**src/rtl/legv8_multicycle_ctrl.sv**
```systemverilog
// legv8_multicycle_ctrl
// Multicycle control FSM for the LEGv8 datapath. It sequences one shared
// memory port, the ALU, the register file and the immediate sign-extender.
// Instruction flow: FETCH -> DECODE -> EXEC -> [MEM] -> [WB] -> FETCH.
// An undecodable instruction parks the FSM in ERR until reset.
//
// Optional build macro CTRL_PERFCNT_EN adds the cycle_cnt and instr_cnt
// performance counters. Without it, those ports and registers do not exist.
//
// Ports:
//   clk, rst          clock, asynchronous active-high reset
//   run               permits a new fetch; sampled only in FETCH
//   instr             instruction register contents, stable from DECODE on
//   alu_zero          ALU zero flag, used by CBZ in EXEC
//   mem_ready         memory completes the pending request this cycle
//   mem_req/mem_we    memory request and write strobe
//   iord              0 = PC address, 1 = ALU address
//   ir_write          IR load; pc_write/pc_src drive the PC update
//   reg_write         register file write; mem_to_reg selects memory data
//   alu_src_b         0 = register, 1 = sign-extended immediate
//   ext_sel           immediate format: 00 I, 01 D, 10 B, 11 CB
//   alu_op            0000 AND, 0001 ORR, 0010 ADD, 0110 SUB, 0111 pass-B
//   illegal           sticky undecodable-instruction flag (ERR state)
//   busy              high except in idle FETCH and in ERR
//   cycle_cnt         (CTRL_PERFCNT_EN) counts cycles with busy=1
//   instr_cnt         (CTRL_PERFCNT_EN) counts completed instructions
module legv8_multicycle_ctrl #(
   parameter int ALU_OP_W = 4
) (
   input  logic                clk,
   input  logic                rst,
   input  logic                run,
   input  logic [31:0]         instr,
   input  logic                alu_zero,
   input  logic                mem_ready,
   output logic                mem_req,
   output logic                mem_we,
   output logic                iord,
   output logic                ir_write,
   output logic                pc_write,
   output logic                pc_src,
   output logic                reg_write,
   output logic                mem_to_reg,
   output logic                alu_src_b,
   output logic [1:0]          ext_sel,
   output logic [ALU_OP_W-1:0] alu_op,
   output logic                illegal,
   output logic                busy
`ifdef CTRL_PERFCNT_EN
   ,
   output logic [31:0]         cycle_cnt,
   output logic [31:0]         instr_cnt
`endif
);

   localparam logic [ALU_OP_W-1:0] OP_AND   = ALU_OP_W'(4'b0000);
   localparam logic [ALU_OP_W-1:0] OP_ORR   = ALU_OP_W'(4'b0001);
   localparam logic [ALU_OP_W-1:0] OP_ADD   = ALU_OP_W'(4'b0010);
   localparam logic [ALU_OP_W-1:0] OP_SUB   = ALU_OP_W'(4'b0110);
   localparam logic [ALU_OP_W-1:0] OP_PASSB = ALU_OP_W'(4'b0111);

   typedef enum logic [2:0] {
      S_FETCH, S_DECODE, S_EXEC, S_MEM, S_WB, S_ERR
   } state_t;

   typedef enum logic [2:0] {
      CLS_R, CLS_I, CLS_D, CLS_CB, CLS_B, CLS_BAD
   } cls_t;

   typedef struct packed {
      cls_t                cls;
      logic [ALU_OP_W-1:0] op;
      logic                store;
   } dec_t;

   state_t              state, state_n;
   cls_t                cls_q;
   logic [ALU_OP_W-1:0] op_q;
   logic                store_q;
   logic                fetch_act, fetch_act_n;
   logic                fetch_on;
   dec_t                dec;

   // Operand fields are consumed by the datapath, not by this controller.
   logic unused_fields;
   assign unused_fields = ^instr[20:0];

   function automatic dec_t decode(input logic [31:0] ir);
      dec_t d;
      d.cls   = CLS_BAD;
      d.op    = OP_ADD;
      d.store = 1'b0;
      if (ir[31:26] == 6'b000101) begin
         d.cls = CLS_B;
      end else if (ir[31:24] == 8'b10110100) begin
         d.cls = CLS_CB;
         d.op  = OP_PASSB;
      end else begin
         case (ir[31:21])
            11'b10001011000: begin d.cls = CLS_R; d.op = OP_ADD; end
            11'b11001011000: begin d.cls = CLS_R; d.op = OP_SUB; end
            11'b10001010000: begin d.cls = CLS_R; d.op = OP_AND; end
            11'b10101010000: begin d.cls = CLS_R; d.op = OP_ORR; end
            11'b11111000010: begin d.cls = CLS_D; end
            11'b11111000000: begin d.cls = CLS_D; d.store = 1'b1; end
            default: begin
               case (ir[31:22])
                  10'b1001000100: begin d.cls = CLS_I; d.op = OP_ADD; end
                  10'b1001001000: begin d.cls = CLS_I; d.op = OP_AND; end
                  10'b1011001000: begin d.cls = CLS_I; d.op = OP_ORR; end
                  10'b1101000100: begin d.cls = CLS_I; d.op = OP_SUB; end
                  default:        d.cls = CLS_BAD;
               endcase
            end
         endcase
      end
      return d;
   endfunction

   assign dec = decode(instr);

   // Once a fetch request is raised it must stay up until mem_ready, even
   // if run drops while the memory is stalling.
   assign fetch_on = (state == S_FETCH) && (run || fetch_act);

   always_comb begin
      state_n     = state;
      fetch_act_n = 1'b0;
      case (state)
         S_FETCH: begin
            if (fetch_on) begin
               if (mem_ready) state_n = S_DECODE;
               else           fetch_act_n = 1'b1;
            end
         end
         S_DECODE: state_n = (dec.cls == CLS_BAD) ? S_ERR : S_EXEC;
         S_EXEC: begin
            case (cls_q)
               CLS_R, CLS_I:  state_n = S_WB;
               CLS_D:         state_n = S_MEM;
               CLS_CB, CLS_B: state_n = S_FETCH;
               default:       state_n = S_ERR;
            endcase
         end
         S_MEM:   if (mem_ready) state_n = store_q ? S_FETCH : S_WB;
         S_WB:    state_n = S_FETCH;
         S_ERR:   state_n = S_ERR;
         default: state_n = S_FETCH;
      endcase
   end

   always_ff @(posedge clk or posedge rst) begin
      if (rst) begin
         state     <= S_FETCH;
         fetch_act <= 1'b0;
         cls_q     <= CLS_BAD;
         op_q      <= OP_ADD;
         store_q   <= 1'b0;
      end else begin
         state     <= state_n;
         fetch_act <= fetch_act_n;
         if (state == S_DECODE) begin
            cls_q   <= dec.cls;
            op_q    <= dec.op;
            store_q <= dec.store;
         end
      end
   end

   // Outputs decode from the registered state and latched class. The only
   // input-dependent terms are the fetch qualifiers (run, mem_ready) and the
   // CBZ branch decision (alu_zero). rst forces everything low at once, so a
   // request in flight is dropped in the same cycle.
   always_comb begin
      mem_req    = 1'b0;
      mem_we     = 1'b0;
      iord       = 1'b0;
      ir_write   = 1'b0;
      pc_write   = 1'b0;
      pc_src     = 1'b0;
      reg_write  = 1'b0;
      mem_to_reg = 1'b0;
      alu_src_b  = 1'b0;
      ext_sel    = 2'b00;
      alu_op     = OP_AND;
      illegal    = 1'b0;
      busy       = 1'b0;
      if (!rst) begin
         case (state)
            S_FETCH: begin
               if (fetch_on) begin
                  busy    = 1'b1;
                  mem_req = 1'b1;
                  if (mem_ready) begin
                     ir_write = 1'b1;
                     pc_write = 1'b1;
                  end
               end
            end
            S_DECODE: busy = 1'b1;
            S_EXEC: begin
               busy = 1'b1;
               case (cls_q)
                  CLS_R: alu_op = op_q;
                  CLS_I: begin
                     alu_op    = op_q;
                     alu_src_b = 1'b1;
                  end
                  CLS_D: begin
                     alu_op    = OP_ADD;
                     alu_src_b = 1'b1;
                     ext_sel   = 2'b01;
                  end
                  CLS_CB: begin
                     alu_op   = OP_PASSB;
                     ext_sel  = 2'b11;
                     pc_write = alu_zero;
                     pc_src   = alu_zero;
                  end
                  CLS_B: begin
                     ext_sel  = 2'b10;
                     pc_write = 1'b1;
                     pc_src   = 1'b1;
                  end
                  default: busy = 1'b1;
               endcase
            end
            S_MEM: begin
               // ALU controls held so the address stays stable while waiting.
               busy      = 1'b1;
               mem_req   = 1'b1;
               iord      = 1'b1;
               mem_we    = store_q;
               alu_op    = OP_ADD;
               alu_src_b = 1'b1;
               ext_sel   = 2'b01;
            end
            S_WB: begin
               busy       = 1'b1;
               reg_write  = 1'b1;
               mem_to_reg = (cls_q == CLS_D);
               // R/I results are written straight from the ALU, so keep it set.
               if (cls_q == CLS_R || cls_q == CLS_I) begin
                  alu_op    = op_q;
                  alu_src_b = (cls_q == CLS_I);
               end
            end
            S_ERR:   illegal = 1'b1;
            default: busy = 1'b0;
         endcase
      end
   end

`ifdef CTRL_PERFCNT_EN
   always_ff @(posedge clk or posedge rst) begin
      if (rst) begin
         cycle_cnt <= 32'd0;
         instr_cnt <= 32'd0;
      end else begin
         if (busy) cycle_cnt <= cycle_cnt + 32'd1;
         if ((state == S_EXEC || state == S_MEM || state == S_WB) && state_n == S_FETCH)
            instr_cnt <= instr_cnt + 32'd1;
      end
   end
`endif

endmodule

```
**config.mk**
```make
export PLATFORM = sky130hd
export DESIGN_NAME = legv8_multicycle_ctrl
export DESIGN_NICKNAME = d
export VERILOG_FILES = /design/src/rtl/legv8_multicycle_ctrl.sv
export SDC_FILE = /design/constraint.sdc
export NUM_CORES = 1
export LEC_CHECK = 0
export CORE_MARGIN = 2
export CORE_UTILIZATION = 42
export CTS_BUF_LIST = sky130_fd_sc_hd__clkbuf_8 sky130_fd_sc_hd__clkbuf_16
export CTS_CLUSTER_SIZE = 14
export DETAILED_ROUTE_END_ITERATION = 7
export PLACE_DENSITY = 0.86
export SKIP_LAST_GASP = 1
export SYNTH_ARGS = -nofsm -noshare
export SYNTH_HDL_FRONTEND = slang
export SYNTH_SLANG_ARGS = --single-unit
```
**constraint.sdc**
```tcl
create_clock -name clk -period 3.7 [get_ports clk]
set_input_delay 0.74 -clock clk [delete_from_list [all_inputs] [get_ports clk]]
set_output_delay 0.74 -clock clk [all_outputs]
set_load 0.02 [all_outputs]
```
# Yosys cells after proc, flatten, opt, wreduce, memory -nomap -nowiden
# Cells that the tools add are included.
[op_classes]
n_eq_ne = 25
n_reduce_logical = 14
n_mux = 54
[op_table]
columns = ["op", "n"]
rows = [
  ["equality test 11 bit, second input constant", 6],
  ["equality test 10 bit, second input constant", 4],
  ["two-way mux 1 bit", 28],
  ["one-hot mux 4 bit (3 select lines)", 2],
  ["two-way mux 3 bit", 7],
  ["one-hot mux 3 bit (3 select lines)", 2],
  ["one-hot mux 3 bit (5 select lines)", 1],
  ["equality test 3 x 2 -> 1 bit, second input constant", 4],
  ["equality test 3 bit, second input constant", 4],
  ["one-hot mux 3 bit (4 select lines)", 1],
  ["OR reduction 4 bit", 3],
  ["equality test 8 bit, second input constant", 1],
  ["two-way mux 4 bit", 2],
  ["one-hot mux 1 bit (2 select lines)", 4],
  ["OR reduction 2 bit", 4],
  ["two-way mux 7 bit", 1],
  ["equality test 3 x 1 -> 1 bit, second input constant", 2],
  ["equality test 6 x 3 -> 1 bit, second input constant", 1],
  ["zero test 3 bit", 2],
  ["inequality test 2 bit, second input constant", 3],
  ["one-hot mux 2 bit (3 select lines)", 1],
  ["one-hot mux 3 bit (2 select lines)", 1],
  ["two-way mux 5 bit", 1],
  ["one-hot mux 2 bit (2 select lines)", 1],
  ["other kinds (6)", 7],
]
[totals]
register_bits = 12
output_inout_bits = 17
wordCells = 98

# Logic depth before layout (Yosys ltp)
[depth]
ltp_word = 9
depth_mapped = 6

# Worst setup path after synthesis
# No wires, ideal clock.
[synth_timing]
path_kind = "input -> output"
from = "in rst"
to = "out ir_write"
cell_stages = 3
arrival_ns = 1.920
path_slack_ns = 1.040
path_cell_list = "inv_1 > nand2_1 > nor4_1"
[synth_via]
elab_chain_len = 1
[synth_rtl]
columns = ["item", "line", "source"]
rows = [
  ["from (decl)", "31", "input logic rst,"],
  ["two-way mux 1 bit", "188", "if (!rst) begin"],
  ["to (decl)", "39", "output logic ir_write,"],
]
# Every way passes these cells.

# Final worst setup path
[layout_timing]
from = "in rst"
to = "out alu_op[2]"
[layout_via]
elab_chain_len = 1
[layout_rtl]
columns = ["item", "line", "source"]
rows = [
  ["two-way mux 4 bit", "188", ""],
  ["to (decl)", "46", "output logic [ALU_OP_W-1:0] alu_op,"],
]
# Every way passes these cells.

==> flow_summary.yaml <==
cells_and_area:
  antennaDiodeCount: 0
  final_common_cell: "clkdlybuf4s50_1"
  multi_input_area_um2: 654
  area_growth_pct: 35.9
  nNetsFinal: 202
  final_cell_mix: "31 x clkdlybuf4s50_1, 20 x nand2_1, 18 x nor2_1"
  drive_above_1_share: 0.0854
  regArea_um2: 279
  n_fill_cell: 218
sta:
  clock.fmax_mhz: 298
  finalSetupTns_ps: 0
  fin_crit_ps: 3360
  worst_hold_slack_ps: 482
  hold_viol: 0
  setup_violations: 0
  finalClockSkew_ps: 2.41
  drv_slew: 0
  post-route-period-util: 0.907
  slew-limit-headroom: 0.535
  tightest_slew_ps: 691
  rsz0062_at_grt: "false"
place:
  io_buffers: 31
  hpwl_mm: 1.92
  place_congestion: 0.807
clock_network:
  cts.hold.buffers_added: 0
  ctsResizeCount: 0
  cts_tree: "built"
  cts_root_buf: "clkbuf_8"
  clkSinkCount: 11
  cts_buffers: 3
  h-tree-depth: 1
  clock_latency_ps: 230
  post_cts_buffers: 0
  cts.clk_slew.worst_paths_ps: 40
  cts_max_path_buffers: 2
critical_path:
  crit_chain: "clkdlybuf4s50_1 -> inv_1 -> nand2_1 -> a211o_1 -> a21oi_1 -> clkdlybuf4s50_1"
  worstSetupPathType: "input port to primary output"
  cpMostUsedCell: "clkdlybuf4s50_1"
  cpLargestDelayFamily: "buffers and inverters"
  cp-end-kind: "primary output"
  max_stage_delay_ps: 620
  crit_required_ps: 2960
  arrival_ps: 2620
  crit_slowest_cell: "clkdlybuf4s50_1"
  cp_num_buf_inv: 3
  critPathMaxFanout: 6
  startpoint_type: "input port"
floorplan:
  rows: 17
  core_mm2: 0.00223
  die_h_um: 52.6
  start_util: 0.445
  dieArea_mm2: 0.00277
  io_pins: 54
  die_w_um: 52.6
power:
  p_leak_nw: 0.509
  peakVddDrop_mv: 0.247
  power.density_mw_per_mm2: 472
synthesis:
  synth.area.top_cells: "dfrtp_1 20%, dfstp_2 7.9%, nand2_1 7.6%, nor2_1 6.8%, nand2b_1 5.0%"
  synth.distinct_cells: 43
  synth.largest_area_cell: "dfrtp_1"
  netlist.area_leader.share: 0.202
  synth_fp_nets: 175
  synth_area_per_cell_um2: 7.20
  synth_area_um2: 993
  synthCells: 138
  synth-seq-cells: 11
  ys_seq_area_frac: 0.281
  async_flop_share: 1.00
  ys.flop_type: "dfrtp_1"
  synth_edf_count: 0
  synth_warnings: 0
routing:
  ant_nets: 0
  drt_wl_total_mm: 2.41
  drc_errors: 0
  viasPerCell: 5.66
  wire_per_inst_um: 12.6
  num_vias: 1086
  first_pass_iters: 6
  drtIter0Drc: 29
run_status:
  status: "finished clean"
global_routing:
  overflow: 0
  grt_antenna_before_repair: 0
  first_global_vias: 953
  grt_max_degree: 19
  grt_usage: 0.186
  grt_pass1_wl_mm: 3.84
min_path:
  worstHoldPathType: "flop to flop"
job:
  drv_cap: 0
[power breakdown]
group | total, W | switching [W] | internal, W
Clock | 0.000109 | 0.0000372 | 0.0000721
Sequential | 0.000234 | 0.0000679 | 0.000166
Combinational | 0.000294 | 0.000161 | 0.000133
Total | 0.000637 | 0.000266 | 0.000371
[metal layers]
layer | track usage | up-vias | share of wire
met1 | 0.195 | 488 | 0.44
met2 | 0.356 | 51 | 0.49
met4 | 0.0812 | 0 | 0.013
met3 | 0.0286 | 2 | 0.060
li1 | - | 545 | -
met5 | 0 | - | 0
[sequential cells by signal (all words and copies together) (netlist names)]
register   flops
store_q        1
fetch_act      1
state          3
cls_q          3
op_q           3
[synthesized netlist by cell type (2+ instances only)]
cell type	n
nand2_1	20
nand3_1	2
nor4_1	4
nand2b_1	8
nor3b_1	2
and2_1	2
a211oi_1	2
o21ai_0	10
o31ai_1	4
dfstp_2	3
nor3_1	6
dfrtp_1	8
a21oi_1	8
clkbuf_1	9
nor2_1	18
inv_1	5
[cell type report]
cell class                      count  share of cell area
Inverter                            5              0.0139
Sequential cell                    11               0.207
Multi-Input combinational cell    112               0.485
Clock inverter                      1             0.00278
Tap cell                           28              0.0260
Clock buffer                        3              0.0306
Timing Repair Buffer               32               0.235
[worst reg2reg max path: cells and delay by family (launching register included)]
| family | cells | cell delay, ps |
|---|---|---|
| and+or+nand+nor | 1 | 310 |
| AOI/OAI and AO/OA | 3 | 780 |
| DFF | 1 | 520 |
[per-stage QoR]
step	instance area, um2	setup WS (ps)	cells	util	power [W]
floorplan	993	1040	138	-	0.000436
global placement	1310	382	188	0.584	0.000516
detailed placement	1310	359	188	0.584	0.000527
CTS	1350	353	192	0.604	0.000638
global route	1350	235	192	0.604	0.000691
finish	1350	344	192	0.604	0.000637
[path summary, 6_finish.rpt]
kind                                              to                  from  cells after the start  slack, ps
worst min-delay path             op_q[2]$_DFFE_PP0P_   op_q[2]$_DFFE_PP0P_                      2        480
min in group asynchronous        fetch_act$_DFF_PP0_                   rst                      3       1020
worst max register to register  state[2]$_DFFE_PP0P_  state[1]$_DFFE_PP0P_                      4       1980
max in group asynchronous        op_q[1]$_DFFE_PP1P_                   rst                      3       2460
worst min register to register   op_q[2]$_DFFE_PP0P_   op_q[2]$_DFFE_PP0P_                      2        480
worst max-delay path                       alu_op[2]                   rst                      6        340
[cell families after synthesis]
| kind of cell | synth area share |
|---|---|
| other | 0.00377 |
| and+or+nand+nor | 0.378 |
| DFF | 0.281 |
| AOI/OAI and AO/OA | 0.256 |
| buffers and inverters | 0.0605 |
| muxes | 0.0214 |
Note: power is estimated with default switching activity, not from simulation.
